--- src/rtl/ram_async_read_if.sv ---
// Shared address/data bus for the async-read data RAM.
// The master drives address, write data and enable; the slave returns read data.
interface ram_async_read_if #(
    parameter int ADDR_W = 5,
    parameter int DATA_W = 8
) ();
    logic [ADDR_W-1:0] addr;
    logic [DATA_W-1:0] data_in;
    logic              we;
    logic [DATA_W-1:0] data_out;

    modport master (
        output addr,
        output data_in,
        output we,
        input  data_out
    );

    modport slave (
        input  addr,
        input  data_in,
        input  we,
        output data_out
    );
endinterface

--- src/rtl/ram_async_read.sv ---
// Single-port RAM: synchronous write, combinational read, async clear on rst.
// Optional macro RAM_WR_BYPASS_EN forwards write data to data_out while we=1.
module ram_async_read #(
    parameter int ADDR_W = 5,
    parameter int DATA_W = 8
) (
    input  logic             clk,
    input  logic             rst,
    ram_async_read_if.slave  bus
);
    localparam int DEPTH = 2 ** ADDR_W;

    logic [DATA_W-1:0] r_mem [DEPTH];
    logic [DATA_W-1:0] w_rd;

    // Reset wins over a write on the same edge; an unknown we takes the else path.
    always_ff @(posedge clk or posedge rst) begin
        if (rst) begin
            r_mem <= '{default: '0};
        end else if (bus.we) begin
            r_mem[bus.addr] <= bus.data_in;
        end
    end

    assign w_rd = r_mem[bus.addr];

`ifdef RAM_WR_BYPASS_EN
    assign bus.data_out = (bus.we && !rst) ? bus.data_in : w_rd;
`else
    assign bus.data_out = w_rd;
`endif

`ifndef SYNTHESIS
    always @(posedge clk) begin
        if (!rst && $isunknown(bus.we))
            $warning("ram_async_read: we unknown at clock edge, write skipped");
    end
`endif
endmodule

--- src/flat_wrapper.sv ---
// flat-port wrapper written by rule: the top's interface ports become plain ports
module ram_async_read_flat 
#(
    parameter int ADDR_W = 5,
    parameter int DATA_W = 8
)
  (clk, rst, bus_addr, bus_data_in, bus_we, bus_data_out);
  ram_async_read_if #(.ADDR_W(ADDR_W), .DATA_W(DATA_W)) bus_i ();
  input  logic clk;
  input  logic rst;
  input wire logic [$bits(bus_i.addr)-1:0] bus_addr;
  input wire logic [$bits(bus_i.data_in)-1:0] bus_data_in;
  input wire logic [$bits(bus_i.we)-1:0] bus_we;
  output wire logic [$bits(bus_i.data_out)-1:0] bus_data_out;
  assign bus_i.addr = bus_addr;
  assign bus_i.data_in = bus_data_in;
  assign bus_i.we = bus_we;
  assign bus_data_out = bus_i.data_out;
  ram_async_read #(.ADDR_W(ADDR_W), .DATA_W(DATA_W)) u_core (.clk(clk), .rst(rst), .bus(bus_i));
endmodule
--- config.mk ---
export PLATFORM = sky130hd
export DESIGN_NAME = ram_async_read_flat
export DESIGN_NICKNAME = d
export VERILOG_FILES = /design/src/rtl/ram_async_read_if.sv /design/src/rtl/ram_async_read.sv /design/src/flat_wrapper.sv
export SDC_FILE = /design/constraint.sdc
export NUM_CORES = 1
export LEC_CHECK = 0
export CAP_MARGIN = 20
export CORE_ASPECT_RATIO = 0.5
export CORE_MARGIN = 8
export CORE_UTILIZATION = 55
export CTS_CLUSTER_SIZE = 40
export DETAILED_ROUTE_END_ITERATION = 12
export GPL_TIMING_DRIVEN = 1
export PLACE_DENSITY_LB_ADDON = 0.12
export SYNTH_ARGS = -nofsm -noshare
export SYNTH_HDL_FRONTEND = slang
export SYNTH_SLANG_ARGS = --single-unit
--- constraint.sdc ---
create_clock -name clk -period 9 [get_ports clk]
set_clock_uncertainty 0.05 [all_clocks]
set_input_delay 0.9 -clock clk [delete_from_list [all_inputs] [get_ports clk]]
set_output_delay 0.9 -clock clk [all_outputs]
set_load 0.02 [all_outputs]
Yosys cells after proc, flatten, opt, wreduce, memory -nomap -nowiden

Index checks and enable logic that the tools add are counted.

Flip-flop bits (word level): 256
Input bits: 16
Output and inout bits: 8
Word-level logic and storage cells: 42

$lt $le $gt $ge: 2
Muxes and demuxes: 6
Bitwise operators: 1
Reduce and logical (&&, ||, !) cells: 1

Operator list:

| cell                                                                          | count |
|---|---|
| 256-bit bitwise mux                                                           | 1 |
| 8-bit binary-select mux with 5-bit select                                     | 1 |
| 8-bit demux with 5-bit select                                                 | 1 |
| 8-bit 2-to-1 mux                                                              | 3 |
| 6-bit greater-or-equal comparator (second input constant)                     | 1 |
| 6-bit by 1-bit less-than comparator with 1-bit output (second input constant) | 1 |
| 5-bit inverter with 6-bit output                                              | 1 |
| 1-bit logical AND                                                             | 1 |

Longest topological paths before layout

Word-level depth: 6
Depth in mapped cells: 7
Gate-level depth less buffers: 4

Least setup slack after synthesis

OpenSTA, ideal clock, no wires.

Path type: input -> output
Start: input port bus_addr[0]
End: output port bus_data_out[7]
Data arrival time: 2.302 ns
Data required time: 8.050 ns
Path slack: 5.748 ns
Stages: 7
Path buffers: 3
Cell sequence: buf_2 -> clkbuf_1 -> buf_2 -> mux2i_1 -> o22ai_1 -> nor4_1 -> nand2_1

Word-level cells in the longest chain between the ends: 4

RTL lines:

| item                                                   | RTL line             | text |
|---|---|---|
| start: declaration                                     | flat_wrapper.sv:11   | `input wire logic [$bits(bus_i.addr)-1:0] bus_addr;` |
| 5-bit inverter with 6-bit output (not written as such) | ram_async_read.sv:25 | `assign w_rd = r_mem[bus.addr];` |
| 8-bit binary-select mux with 5-bit select              | ram_async_read.sv:25 |  |
| 8-bit 2-to-1 mux (not written as such) (2 in series)   | ram_async_read.sv:25 |  |
| end: declaration                                       | flat_wrapper.sv:14   | `output wire logic [$bits(bus_i.data_out)-1:0] bus_data_out;` |

Every way passes these cells. The select of a mux whose other input is x is not followed.

Final worst setup path

Start: input port bus_addr[0]
End: output port bus_data_out[2]

Same word-level chain as after synthesis.

==> results.md <==
- Status: finished clean
- Hold Crit Start: u_core.r_mem[47]$_DFFE_PP0P_
- Post-DRT Antenna Nets: 0
- Biggest register: u_core.r_mem
- Largest net degree at the start of global routing: 115
- Mapped Nets: 873
- Reg power frac: 49.4%
- Clock tree sinks: 256
- Max reg flops: 256
- Area grow syn2layout: 9.87%
- Relative slew slack: 36.8%
- Top flop regs: u_core.r_mem (256)
- Sw Pwr: 0.000799 W
- Shortest period the worst path allows: 5060 ps
- Clock power frac: 33.1%
- Post-DR wirelength/cell: 25.2 um
- Critical path class: in2out
- Worst Hold Endpoint: u_core.r_mem[47]$_DFFE_PP0P_
- Most frequent cell after synthesis: dfrtp_1
- Crit path DAT: 4110 ps
- Final period util: 56.2%
- DRC: 0
- Cts repair resizes: 0
- Grt total ovfl: 0
- Max FO, Critical Path: 48
- Reg2reg end: u_core.r_mem[119]$_DFFE_PP0P_
- Maximum vdd drop: 109 uV
- First-pass GRT wire length: 45,900 um
- Synth area leaders: dfrtp_1, mux2_2, mux2i_1, o22ai_1, clkbuf_1
- Area of the multi-input gates: 0.00520 sq mm
- Fraction of layout cells with a size suffix above 1: 37.4%
- Num rows: 38
- Number of buffers added on ports: 23
- Via density: 6.13
- Synth area leader: dfrtp_1
- Initial antenna violation count: 0
- Die Width: 224 um
- Full die area: 0.0269 sq mm
- Final Hold Vio Count: 0
- CTS max path bufs: 3
- Seq cells post-synth: 256
- Global Route Usage Sum: 22.3%
- Synth cell types: 32
- Synthesized area: 0.0119 sq mm
- Clk pin slew, worst setup/hold paths: 60 ps
- CTS Hold Bufs: 0
- Max Cap Viol: 0
- Reg2reg path depth: 1
- H-tree depth: 1
- Worst skew pair latency: 530 ps
- Synthesized area per cell: 13.9 sq um
- Fin nets: 871
- Int Power: 0.00220 W
- Number of synthesized flops with an enable pin: 0
- Min Hold Slack: 438 ps
- IO Pins: 24
- Final Max Tran Viols: 0
- Hold Crit Depth: 1
- Crit path launch type: input pin
- Vias in the first global route: 7,258
- Finished Layout Cells: 1,172
- Final setup vio count: 0
- Sw Share: 26.6%
- Cell count after synthesis: 857
- Leak pwr: 5.97 nW
- Synth top area share: 53.9%
- Via count: 7,182
- Storage cell area: 0.00641 sq mm
- DR iter-0 viols: 877
- Worst slew pin tran: 948 ps
- Synth Warn #: 0
- Num CTS Buffers: 23
- DRT Wirelength: 29,500 um
- CP required: 8050 ps
- Core Area: 0.0214 sq mm
- Crit path capture type: primary output
- Pre-antenna DRT Iters: 5
- Global placement routability congestion: 0.906
- CTS tree: yes
- Die height: 120 um
- Combinational fraction of design power: 17.5%
- FFs w/ async S/R, synth: 100%
- Post-CTS Setup Repair Bufs: 0
- Register area share after synthesis: 53.9%
- Maximum clock rate: 198 MHz
- Setup TNS: 0 ps
- PD cells: 229 mW/mm^2
- Setup slack, reg-to-reg: 8160 ps
- Root Buffer: clkbuf_16
- Worst min-delay path category: reg2reg
- Unrepaired setup endpoints after global routing: no
- Synth cell count leaders: dfrtp_1, mux2_2, mux2i_1, o22ai_1, clkbuf_1
- Main flop type after synthesis: dfrtp_1
- FF-to-FF Start: u_core.r_mem[119]$_DFFE_PP0P_
- Placed Cells: 1,130
- HPWL after detailed placement: 19,500 um
- Filler instances: 1,674
- Initial Utilization: 55.5%
## per-stage QoR
step | cell area, sq um | power (W) | worst slack, ps | util (%)
final | 13100 | 0.00300 | 3940 | 60.9
after global routing | 13100 | 0.00313 | 3870 | 60.9
after CTS | 13100 | 0.00301 | 4080 | 60.9
after detailed placement | 12300 | 0.00202 | 4090 | 57.4
after global placement | 12300 | 0.00200 | 4130 | 57.4
after floorplan | 11900 | 0.00184 | 1010 | -
## layout by cell type (no fill, tap or decap), types with 7 or more instances in the layout
cell,n
clkdlybuf4s50_1,22
mux2_2,248
clkbuf_1,7
nor2_2,12
mux2i_1,128
buf_4,13
o22ai_1,64
mux2_1,8
nor4_1,16
clkbuf_16,23
dfrtp_1,256
nand2_1,21
## worst max-delay path: stages
cell	delay (ps)
buf_6	440
buf_4	810
mux2i_1	310
o22ai_1	140
nor4_1	650
nand2_1	220
clkdlybuf4s50_1	590
## area by class of cell
type / count / share of cell area [%]
clock inverters: 7 / 0.680
flip-flops and latches: 256 / 49.0
repair buffers: 36 / 2.52
diodes: 1 / 0.0192
clock buffers: 34 / 5.03
multi-input cells: 537 / 39.8
well taps: 300 / 2.87
inverters: 1 / 0.0862
## logic make-up (layout without fill, tap and decap cells)
family	after synthesis	count (layout)	share of synthesized area [%]
multiplexers	384	384	35.0
flip-flops	256	256	53.9
AND/OR/NAND/NOR	89	89	5.31
AO/OA/AOI/OAI	64	64	3.37
buffers and inverters	64	78	2.44
other	0	1	0
## power by group through the flow
stage | clock (W) | combinational, W | sequential, W
4_1_cts | 0.00101 | 0.000522 | 0.00148
2_1_floorplan | 0 | 0.000371 | 0.00147
5_1_grt | 0.00106 | 0.000559 | 0.00151
6_report | 0.000992 | 0.000523 | 0.00148
3_3_place_gp | 0 | 0.000515 | 0.00149
3_5_place_dp | 0 | 0.000521 | 0.00150
## per-layer routing
metal	GRT usage [%]	part of all wire (%)	routed length, um	vias up
met3	6.41	7.2	2140	36
met1	33.3	48	14300	3787
met2	32.2	43	12600	190
met4	3.81	1.5	433	0
li1	-	-	-	3169
met5	0	0	0	-
## how the worst max path moves through the flow
stage	slack, ps	endpoint	startpoint
2_1_floorplan	1010	u_core.r_mem[0]$_DFFE_PP0P_	rst
3_3_place_gp	4130	bus_data_out[4]	bus_addr[0]
3_5_place_dp	4090	bus_data_out[5]	bus_addr[0]
4_1_cts	4080	bus_data_out[5]	bus_addr[0]
5_1_grt	3870	bus_data_out[2]	bus_addr[0]
6_report	3940	bus_data_out[2]	bus_addr[0]
(Power assumes the default switching activity.)
